$ cat config.mk
export PLATFORM = sky130hd
export DESIGN_NAME = osc_reg_master
export DESIGN_NICKNAME = d
export VERILOG_FILES = /design/src/rtl/osc_reg_master.sv
export SDC_FILE = /design/constraint.sdc
export NUM_CORES = 1
export LEC_CHECK = 0
export CAP_MARGIN = 5
export CORE_MARGIN = 1.5
export CORE_UTILIZATION = 40
export CTS_BUF_LIST = sky130_fd_sc_hd__clkbuf_4
export DETAILED_ROUTE_END_ITERATION = 6
export MAX_ROUTING_LAYER = met4
export PLACE_DENSITY = 0.73
export SYNTH_ARGS = -nofsm -noshare
export SYNTH_HDL_FRONTEND = slang
export SYNTH_SLANG_ARGS = --single-unit
$ cat constraint.sdc
create_clock -name reg_clk -period 4.3 [get_ports reg_clk]
set_input_delay 0.86 -clock reg_clk [delete_from_list [all_inputs] [get_ports reg_clk]]
set_output_delay 0.86 -clock reg_clk [all_outputs]
set_load 0.05 [all_outputs]
$ cat src/rtl/osc_reg_master.sv
// Register-bus initiator for the oscillator offset registers: buffers control-side
// commands, sequences them onto the synth register bus and bulk-inits every offset.
module osc_reg_master #(
   parameter int unsigned V_OSC      = 4,
   parameter int unsigned FIFO_DEPTH = 4,
   parameter int unsigned FIFO_AW    = 2
) (
   input  logic       reg_clk,
   input  logic       reset_reg,
   input  logic       cmd_valid,
   output logic       cmd_ready,
   input  logic       cmd_write,
   input  logic [6:0] cmd_adr,
   input  logic [7:0] cmd_data,
   output logic       rsp_valid,
   output logic [7:0] rsp_data,
   input  logic       init_start,
   input  logic [7:0] init_value,
   output logic       init_busy,
   output logic [6:0] adr,
   output logic [7:0] bus_wdata,
   input  logic [7:0] bus_rdata,
   output logic       write,
   output logic       read,
   output logic       read_select,
   output logic       osc_sel
);
   localparam int unsigned CNT_W = FIFO_AW + 1;
   localparam int unsigned ENT_W = 16;
   localparam int unsigned OSC_W = 3;

   typedef enum logic [2:0] {
      S_IDLE, S_WR, S_RD_A, S_RD_B, S_GAP, S_INIT_WR, S_INIT_GAP
   } state_t;

   state_t             state_q, state_d;
   logic [ENT_W-1:0]   fifo_q [FIFO_DEPTH];
   logic [FIFO_AW-1:0] wr_ptr_q, wr_ptr_d, rd_ptr_q, rd_ptr_d;
   logic [CNT_W-1:0]   count_q, count_d;
   logic               push, pop, full, empty;
   logic [ENT_W-1:0]   head;
   logic [6:0]         cur_adr_q, cur_adr_d;
   logic [7:0]         cur_data_q, cur_data_d;
   logic [7:0]         init_val_q, init_val_d;
   logic [OSC_W-1:0]   osc_q, osc_d;
   logic               rd_last_q, rd_last_d;
   logic               rsp_valid_q, rsp_valid_d;
   logic [7:0]         rsp_data_q, rsp_data_d;
   logic               init_busy_q, init_busy_d;
   logic [6:0]         adr_q, adr_d;
   logic [7:0]         wdata_q, wdata_d;
   logic               write_q, write_d, read_q, read_d;
   logic               rsel_q, rsel_d, osc_sel_q, osc_sel_d;

   // FIFO status and push handshake
   always_comb begin
      full      = (count_q == CNT_W'(FIFO_DEPTH));
      empty     = (count_q == '0);
      cmd_ready = !full && !reset_reg;
      push      = cmd_valid && cmd_ready;
      head      = fifo_q[rd_ptr_q];
   end

   // Next-state logic; bus outputs are registered from the current state so
   // every strobe lags its state by one cycle and nothing is combinational.
   always_comb begin
      state_d     = state_q;
      pop         = 1'b0;
      cur_adr_d   = cur_adr_q;
      cur_data_d  = cur_data_q;
      init_val_d  = init_val_q;
      osc_d       = osc_q;
      write_d     = 1'b0;
      read_d      = 1'b0;
      rsel_d      = 1'b0;
      osc_sel_d   = 1'b0;
      adr_d       = adr_q;
      wdata_d     = wdata_q;
      rd_last_d   = (state_q == S_RD_B);
      rsp_valid_d = rd_last_q;
      rsp_data_d  = rd_last_q ? bus_rdata : rsp_data_q;
      init_busy_d = (state_q == S_INIT_WR) || (state_q == S_INIT_GAP);

      case (state_q)
         S_IDLE: begin
            if (init_start) begin
               init_val_d = init_value;
               osc_d      = '0;
               state_d    = S_INIT_WR;
            end else if (!empty) begin
               pop        = 1'b1;
               cur_adr_d  = head[14:8];
               cur_data_d = head[7:0];
               state_d    = head[15] ? S_WR : S_RD_A;
            end
         end
         S_WR:      state_d = S_GAP;
         S_RD_A:    state_d = S_RD_B;
         S_RD_B:    state_d = S_GAP;
         S_GAP:     state_d = S_IDLE;
         S_INIT_WR: state_d = S_INIT_GAP;
         S_INIT_GAP: begin
            if (osc_q == OSC_W'(V_OSC - 1)) begin
               state_d = S_IDLE;
            end else begin
               osc_d   = osc_q + OSC_W'(1);
               state_d = S_INIT_WR;
            end
         end
         default:   state_d = S_IDLE;
      endcase

      case (state_q)
         S_WR: begin
            osc_sel_d = 1'b1;
            write_d   = 1'b1;
            adr_d     = cur_adr_q;
            wdata_d   = cur_data_q;
         end
         S_RD_A, S_RD_B: begin
            osc_sel_d = 1'b1;
            read_d    = 1'b1;
            rsel_d    = 1'b1;
            adr_d     = cur_adr_q;
         end
         S_INIT_WR: begin
            osc_sel_d = 1'b1;
            write_d   = 1'b1;
            adr_d     = {osc_q, 4'b0110};
            wdata_d   = init_val_q;
         end
         default: ;
      endcase

      wr_ptr_d = push ? wr_ptr_q + FIFO_AW'(1) : wr_ptr_q;
      rd_ptr_d = pop  ? rd_ptr_q + FIFO_AW'(1) : rd_ptr_q;
      count_d  = count_q + CNT_W'(push) - CNT_W'(pop);
   end

   // Command storage; contents are don't-care until pushed
   always_ff @(posedge reg_clk) begin
      if (push) fifo_q[wr_ptr_q] <= {cmd_write, cmd_adr, cmd_data};
   end

   always_ff @(posedge reg_clk) begin
      if (reset_reg) begin
         state_q     <= S_IDLE;
         wr_ptr_q    <= '0;
         rd_ptr_q    <= '0;
         count_q     <= '0;
         cur_adr_q   <= '0;
         cur_data_q  <= '0;
         init_val_q  <= '0;
         osc_q       <= '0;
         rd_last_q   <= 1'b0;
         rsp_valid_q <= 1'b0;
         rsp_data_q  <= '0;
         init_busy_q <= 1'b0;
         adr_q       <= '0;
         wdata_q     <= '0;
         write_q     <= 1'b0;
         read_q      <= 1'b0;
         rsel_q      <= 1'b0;
         osc_sel_q   <= 1'b0;
      end else begin
         state_q     <= state_d;
         wr_ptr_q    <= wr_ptr_d;
         rd_ptr_q    <= rd_ptr_d;
         count_q     <= count_d;
         cur_adr_q   <= cur_adr_d;
         cur_data_q  <= cur_data_d;
         init_val_q  <= init_val_d;
         osc_q       <= osc_d;
         rd_last_q   <= rd_last_d;
         rsp_valid_q <= rsp_valid_d;
         rsp_data_q  <= rsp_data_d;
         init_busy_q <= init_busy_d;
         adr_q       <= adr_d;
         wdata_q     <= wdata_d;
         write_q     <= write_d;
         read_q      <= read_d;
         rsel_q      <= rsel_d;
         osc_sel_q   <= osc_sel_d;
      end
   end

   assign rsp_valid   = rsp_valid_q;
   assign rsp_data    = rsp_data_q;
   assign init_busy   = init_busy_q;
   assign adr         = adr_q;
   assign bus_wdata   = wdata_q;
   assign write       = write_q;
   assign read        = read_q;
   assign read_select = rsel_q;
   assign osc_sel     = osc_sel_q;

endmodule

==> metrics.txt, run 1 <==
status=completed; Crit Path Category=input port to primary output; Vias/cell=4.93; PortBufs=65; CTS clk-pin slew, worst paths=0.10 ns; DRT iter0 DRCs=138; placed instance count=608; Crit. Startpoint=reset_reg; Netlist cell types=45; internal power=0.00241 W; maximum clock rate=336 MHz; Post-Syn Nets=437; fin crit period=2.98 ns; initial core utilization=40.9%; most frequent cells in the layout=dfxtp_1, edfxtp_1, clkdlybuf4s50_1; total die area=0.0136 sq mm; CP max FO=28; DRC=0; RSZ-0062 raised after global routing=false; Comb power frac=33.0%; first-pass GRT wire length=15100 um; Setup Buffers After CTS=0; dpl ws=0.905 ns; most common cell after layout, fill and taps aside=dfxtp_1; Yosys warning total=0; routability cong.=0.798; WHS Endpoint=init_val_q[2]; vias in the first global route=3105; Final Hold Viols=0; CTS H-Tree Depth=4; worst setup margin=1.32 ns; Seq/Total Area, Yosys=63.4%; cts repair resizes=0; max cap viols=0; TritonCTS clock tree=yes; clk sinks=131; # IOs=66; Worst-Skew Late Latency=0.51 ns; Reg2Reg Launch Point=state_q[1]; Pleak=2.04 nW; sw frac=35.0%; hold crit path type=flop to flop; WL per Instance=14.6 um; P&R area growth vs syn=19.9%; max_slew headroom=30.2%; crit path launch type=input port; Worst EP required=3.44 ns; Clock Path Buffers=2; share of layout cells above drive strength 1=16.5%; syn avg cell area=13.1 sq um; Core Footprint=0.0126 sq mm; hold buffers post-CTS=0; Tot Pwr=0.00371 W; Clock Power Share=21.3%; Hold Startpoint=init_val_q[2]; largest net degree at the start of global routing=39; number of diodes=0; antenna viol nets, final=0; Fin Clk Skew=0.0186 ns; drt first pass iters=4; Synth Cell Area=0.00514 sq mm; initial antenna violation count=0; VDD IR max=265 uV; die height=116 um; Pins Over Slew Limit=0; Row Count=41; count of final setup violators=0; fin cells=640; Post-DP HPWL=6420 um; Post-Syn Instances=392; CP Capture Type=primary output; clk root buf=clkbuf_4; vias=3154; total CTS buffers=17; P_sw=0.00130 W; #FFs+latches synth=131; Nets=500; Die Width=116 um; All-Layer GR Usage=15.3%; Reg2Reg Capture Point=count_q[2]; final wirelength=9340 um; WP data arrival=2.12 ns; total grt overflow=0; PD cells=601 mW/mm^2; Final TNS setup=0 ns; period utilisation layout=69.3%; path depth of the worst reg2reg path=10; Worst Tran Pin Value=1.05 ns; register-to-register setup slack=1.48 ns; Seq pwr share=45.6%; worst hold path depth=2
-- cell usage after synthesis (all sizes together) --
cell type | number | share of area [%]
mux2i | 21 | 4.1
nand3b | 1 | 0.15
ha | 8 | 1.9
mux2 | 2 | 0.44
o21ai | 2 | 0.19
a31oi | 2 | 0.24
a211oi | 11 | 1.6
nor4b | 1 | 0.29
clkbuf | 10 | 0.73
or4 | 1 | 0.22
nor4bb | 1 | 0.19
nor2b | 6 | 0.73
xnor2 | 5 | 0.85
a2bb2oi | 1 | 0.17
dfxtp | 67 | 26
clkinv | 1 | 0.32
o22a | 2 | 0.34
a31o | 1 | 0.17
nor4 | 1 | 0.12
inv | 8 | 0.58
edfxtp | 64 | 37
or2 | 2 | 0.29
nand3 | 1 | 0.097
buf | 15 | 1.9
nand4bb | 1 | 0.22
and2 | 5 | 0.61
o22ai | 2 | 0.24
a222oi | 2 | 0.39
a21oi | 29 | 3.5
nor2 | 37 | 2.7
nand2b | 2 | 0.24
nand2 | 54 | 4.4
nor3 | 3 | 0.29
mux4 | 16 | 7.0
a2111oi | 3 | 0.51
fa | 1 | 0.39
nor3b | 2 | 0.29
o31ai | 1 | 0.15
-- logic make-up (layout without fill, tap and decap cells) --
| group | Yosys count | in the layout | share of synthesized area [%] |
|---|---|---|---|
| AOI/OAI and AO/OA | 56 | 56 | 7.49 |
| xor gates and xnor gates | 5 | 5 | 0.851 |
| adders and majority gates | 9 | 9 | 2.33 |
| buffers and inverters | 34 | 110 | 3.55 |
| DFF | 131 | 131 | 63.4 |
| muxes | 39 | 39 | 11.5 |
| and+or+nand+nor | 118 | 118 | 10.8 |
-- final cells by class --
class                           count  area [sq um]
Fill cell                        1095          6400
Timing Repair Buffer               69           676
Clock inverter                      7          82.6
Tap cell                          172           215
Clock buffer                       25           188
Sequential cell                   131          3260
Inverter                            9          46.3
Multi-Input combinational cell    227          1700
-- how the worst max path moves through the flow --
stage	endpoint	slack, ns	depth (start not counted)
6_report	cmd_ready	1.32	3
5_1_grt	cmd_ready	1.24	3
4_1_cts	cmd_ready	1.31	3
3_5_place_dp	count_q[2]	0.90	10
3_3_place_gp	count_q[2]	0.96	10
2_1_floorplan	cmd_ready	1.40	3
-- state kept, by name, indices dropped and copies added (netlist names), named ones only --
register / flops
write: 1
cur_data_q: 8
adr: 7
fifo_q: 64
init_busy: 1
wr_ptr_q: 2
state_q: 3
count_q: 3
rsp_data: 8
rd_last_q: 1
read_select: 1
osc_q: 3
init_val_q: 8
osc_sel: 1
rsp_valid: 1
bus_wdata: 8
cur_adr_q: 7
rd_ptr_q: 2
-- routing by layer --
| layer | vias to the layer above | routed length (um) | GRT usage, % | share of wire [%] |
|---|---|---|---|---|
| met1 | 1529 | 4260 | 18.3 | 46 |
| met5 | - | 0 | - | 0 |
| met3 | 12 | 421 | 4.88 | 4.5 |
| met2 | 69 | 4560 | 24.5 | 49 |
| li1 | 1544 | - | - | - |
| met4 | 0 | 105 | 5.28 | 1.1 |
-- metrics by stage --
stage / util (%) / cell area [sq um] / hold slack [ns]
after floorplan: - / 5140 / 0.436
after global placement: 46.9 / 5900 / 0.446
after detailed placement: 46.9 / 5900 / 0.458
after CTS: 49.1 / 6170 / 0.472
after global routing: 49.1 / 6170 / 0.489
final: 49.1 / 6170 / 0.471
-- power by group through the flow --
| stage | Sequential, W | Combinational [W] | Clock [W] |
|---|---|---|---|
| detailed placement | 0.00173 | 0.00123 | 0 |
| global placement | 0.00172 | 0.00121 | 0 |
| finish | 0.00169 | 0.00123 | 0.000790 |
| CTS | 0.00170 | 0.00124 | 0.000808 |
| global route | 0.00173 | 0.00133 | 0.000862 |
| floorplan | 0.00184 | 0.000813 | 0 |
-- critical path, stage by stage --
cell	delay [ns]
buf_2	0.26
a21oi_1	0.18
clkdlybuf4s50_1	0.82
No activity file was read; power rests on OpenSTA's default activity.
==> run 2: changes to the inputs <==
- clock period: 4.3 -> 2.9 ns (I/O delays scaled with it)
==> metrics.txt, run 2 (same netlist as run 1, synthesis figures left out) <==
status=completed (unchanged); Largest Register=fifo_q (unchanged); share of layout cells above drive strength 1=18.5% (was 16.5%); TritonCTS clock tree=yes (unchanged); crit path launch type=input port (unchanged); most common cell after layout, fill and taps aside=dfxtp_1 (unchanged); P_sw=0.00194 W (was 0.00130 W); WHS Endpoint=cur_data_q[5] (was init_val_q[2]); Tot Pwr=0.00538 W (was 0.00371 W); VDD IR max=363 uV (was 265 uV); Clock Path Buffers=2 (unchanged); Setup Buffers After CTS=0 (unchanged); Reg2Reg Capture Point=count_q[2] (unchanged); total grt overflow=0 (unchanged); total CTS buffers=17 (unchanged); RSZ-0062 raised after global routing=false (unchanged); hold buffers post-CTS=0 (unchanged); CP max FO=2 (was 28); WL met3=486 um (was 421 um); first-pass GRT wire length=15500 um (was 15100 um); period utilisation layout=82.0%; Clock Power Share=18.3% (was 21.3%); max_slew headroom=53.5% (was 30.2%); hold_ws=0.460 ns (was 0.471 ns); die height=116 um (unchanged); CP Capture Type=flop (was primary output); Fin Clk Skew=0.0131 ns (was 0.0186 ns); All-Layer GR Usage=15.7% (was 15.3%); path depth of the worst reg2reg path=10 (unchanged); routability cong.=0.786 (was 0.798); final wirelength=9580 um (was 9340 um); CTS H-Tree Depth=4 (unchanged); fin cells=652 (was 640); P&R area growth vs syn=20.6% (was 19.9%); Row Count=41 (unchanged); WP data arrival=2.75 ns (was 2.12 ns); vias in the first global route=3177 (was 3105); largest net degree at the start of global routing=65 (was 39); DR top layer=met4 (unchanged); CTS clk-pin slew, worst paths=0.10 ns (about the same); Pleak=2.08 nW (was 2.04 nW); Worst EP required=3.27 ns (was 3.44 ns); number of diodes=0 (unchanged); Core Footprint=0.0126 sq mm (unchanged); maximum clock rate=420 MHz; final instance area=0.00621 sq mm (was 0.00617 sq mm); vias=3168 (was 3154); Post-DP HPWL=6490 um (was 6420 um); clk sinks=131 (unchanged); placed instance area=0.00599 sq mm (was 0.00590 sq mm); initial antenna violation count=0 (unchanged); Largest register FFs=64 (unchanged); Multi-input gate area=0.00170 sq mm (unchanged); clk root buf=clkbuf_4 (unchanged); Crit Path Category=input port to flop (was input port to primary output); worst hold path depth=2 (unchanged); # IOs=66 (unchanged); drt first pass iters=4 (unchanged); WL per Instance=14.7 um (was 14.6 um); Worst-Skew Late Latency=0.50 ns (was 0.51 ns); count of final setup violators=0 (unchanged); Fill cells=1112 (was 1095); hold crit path type=flop to flop (unchanged); PD cells=867 mW/mm^2 (was 601 mW/mm^2); Seq pwr share=44.8% (was 45.6%); Reg2Reg Launch Point=state_q[1] (unchanged); sw frac=36.1% (was 35.0%); PortBufs=65 (unchanged); placed instance count=620 (was 608); DRT iter0 DRCs=114 (was 138); antenna viol nets, final=0 (unchanged); Final Hold Viols=0 (unchanged); met1 WL=4270 um (was 4260 um); cts repair resizes=0 (unchanged); Nets=512 (was 500); DRC=0 (unchanged); Routed met2 length=4750 um (was 4560 um); max cap viols=0 (unchanged); Hold Startpoint=cur_data_q[5] (was init_val_q[2]); Reg area=0.00326 sq mm (unchanged); Die Width=116 um (unchanged); internal power=0.00344 W (was 0.00241 W); most frequent cells in the layout=dfxtp_1, edfxtp_1, clkdlybuf4s50_1 (unchanged); Worst Tran Pin Value=0.697 ns (was 1.05 ns); Vias/cell=4.86 (was 4.93); initial core utilization=40.9% (unchanged); Pins Over Slew Limit=0 (unchanged); fin crit period=2.38 ns; Comb power frac=36.9% (was 33.0%); register-to-register setup slack=0.53 ns (was 1.48 ns); total die area=0.0136 sq mm (unchanged)
==> run 2: cell count changes in the layout (fill, tap and decap cells not counted) <==
cell / before / now
buf_4: 4 / 17
bufinv_16: 2 / 0
clkbuf_4: 25 / 24
clkdlybuf4s50_1: 64 / 63
clkinv_1: 1 / 2
clkinv_2: 3 / 4
clkinvlp_4: 0 / 1
==> run 2: how the worst max path moves through the flow <==
stage / startpoint / end / slack, ns / depth (start not counted)
after CTS: state_q[1] / count_q[2] / 0.51 / 10
after detailed placement: init_start / count_q[2] / -0.01 / 10
after floorplan: init_start / count_q[2] / 0.34 / 11
final: init_start / count_q[2] / 0.52 / 10
after global routing: count_q[1] / count_q[2] / 0.36 / 10
after global placement: init_start / count_q[2] / 0.08 / 10
==> run 2: power groups by stage <==
stage / logic [W] / clock network [W] / registers [W]
global route: 0.00216 / 0.00111 / 0.00245
finish: 0.00199 / 0.000982 / 0.00241
CTS: 0.00201 / 0.00102 / 0.00242
detailed placement: 0.00200 / 0 / 0.00246
global placement: 0.00196 / 0 / 0.00244
floorplan: 0.00121 / 0 / 0.00273
==> run 2: metal layers <==
layer	global-route usage (%)	vias up
li1	-	1569
met1	19.1	1511
met2	24.7	83
met3	5.19	5
met4	5.45	0
met5	-	-
==> run 2: worst max-delay path, stage by stage <==
cell and delay (ns):
clkdlybuf4s50_1 0.42, or4_4 0.57, clkinv_8 0.06, ha_1 0.11, inv_1 0.04, ha_1 0.19
fa_1 0.38, xnor2_1 0.19, xnor2_1 0.15, nor2_1 0.05
==> run 2: layout make-up <==
| class | instances | share of cell area [%] |
|---|---|---|
| tap | 172 | 3.47 |
| sequential | 131 | 52.6 |
| timing repair buffer | 81 | 12.3 |
| clock inverter | 8 | 0.625 |
| inverter | 9 | 0.746 |
| multi-input combinational | 227 | 27.4 |
| clock buffer | 24 | 2.90 |
==> run 2: through the flow <==
stage	setup TNS, ns	worst slack (ns)	utilization [%]
detailed placement	-0.0128	-0.0128	47.6
finish	0	0.521	49.4
global placement	0	0.0753	47.6
CTS	0	0.505	49.4
floorplan	0	0.337	-
global route	0	0.359	49.4
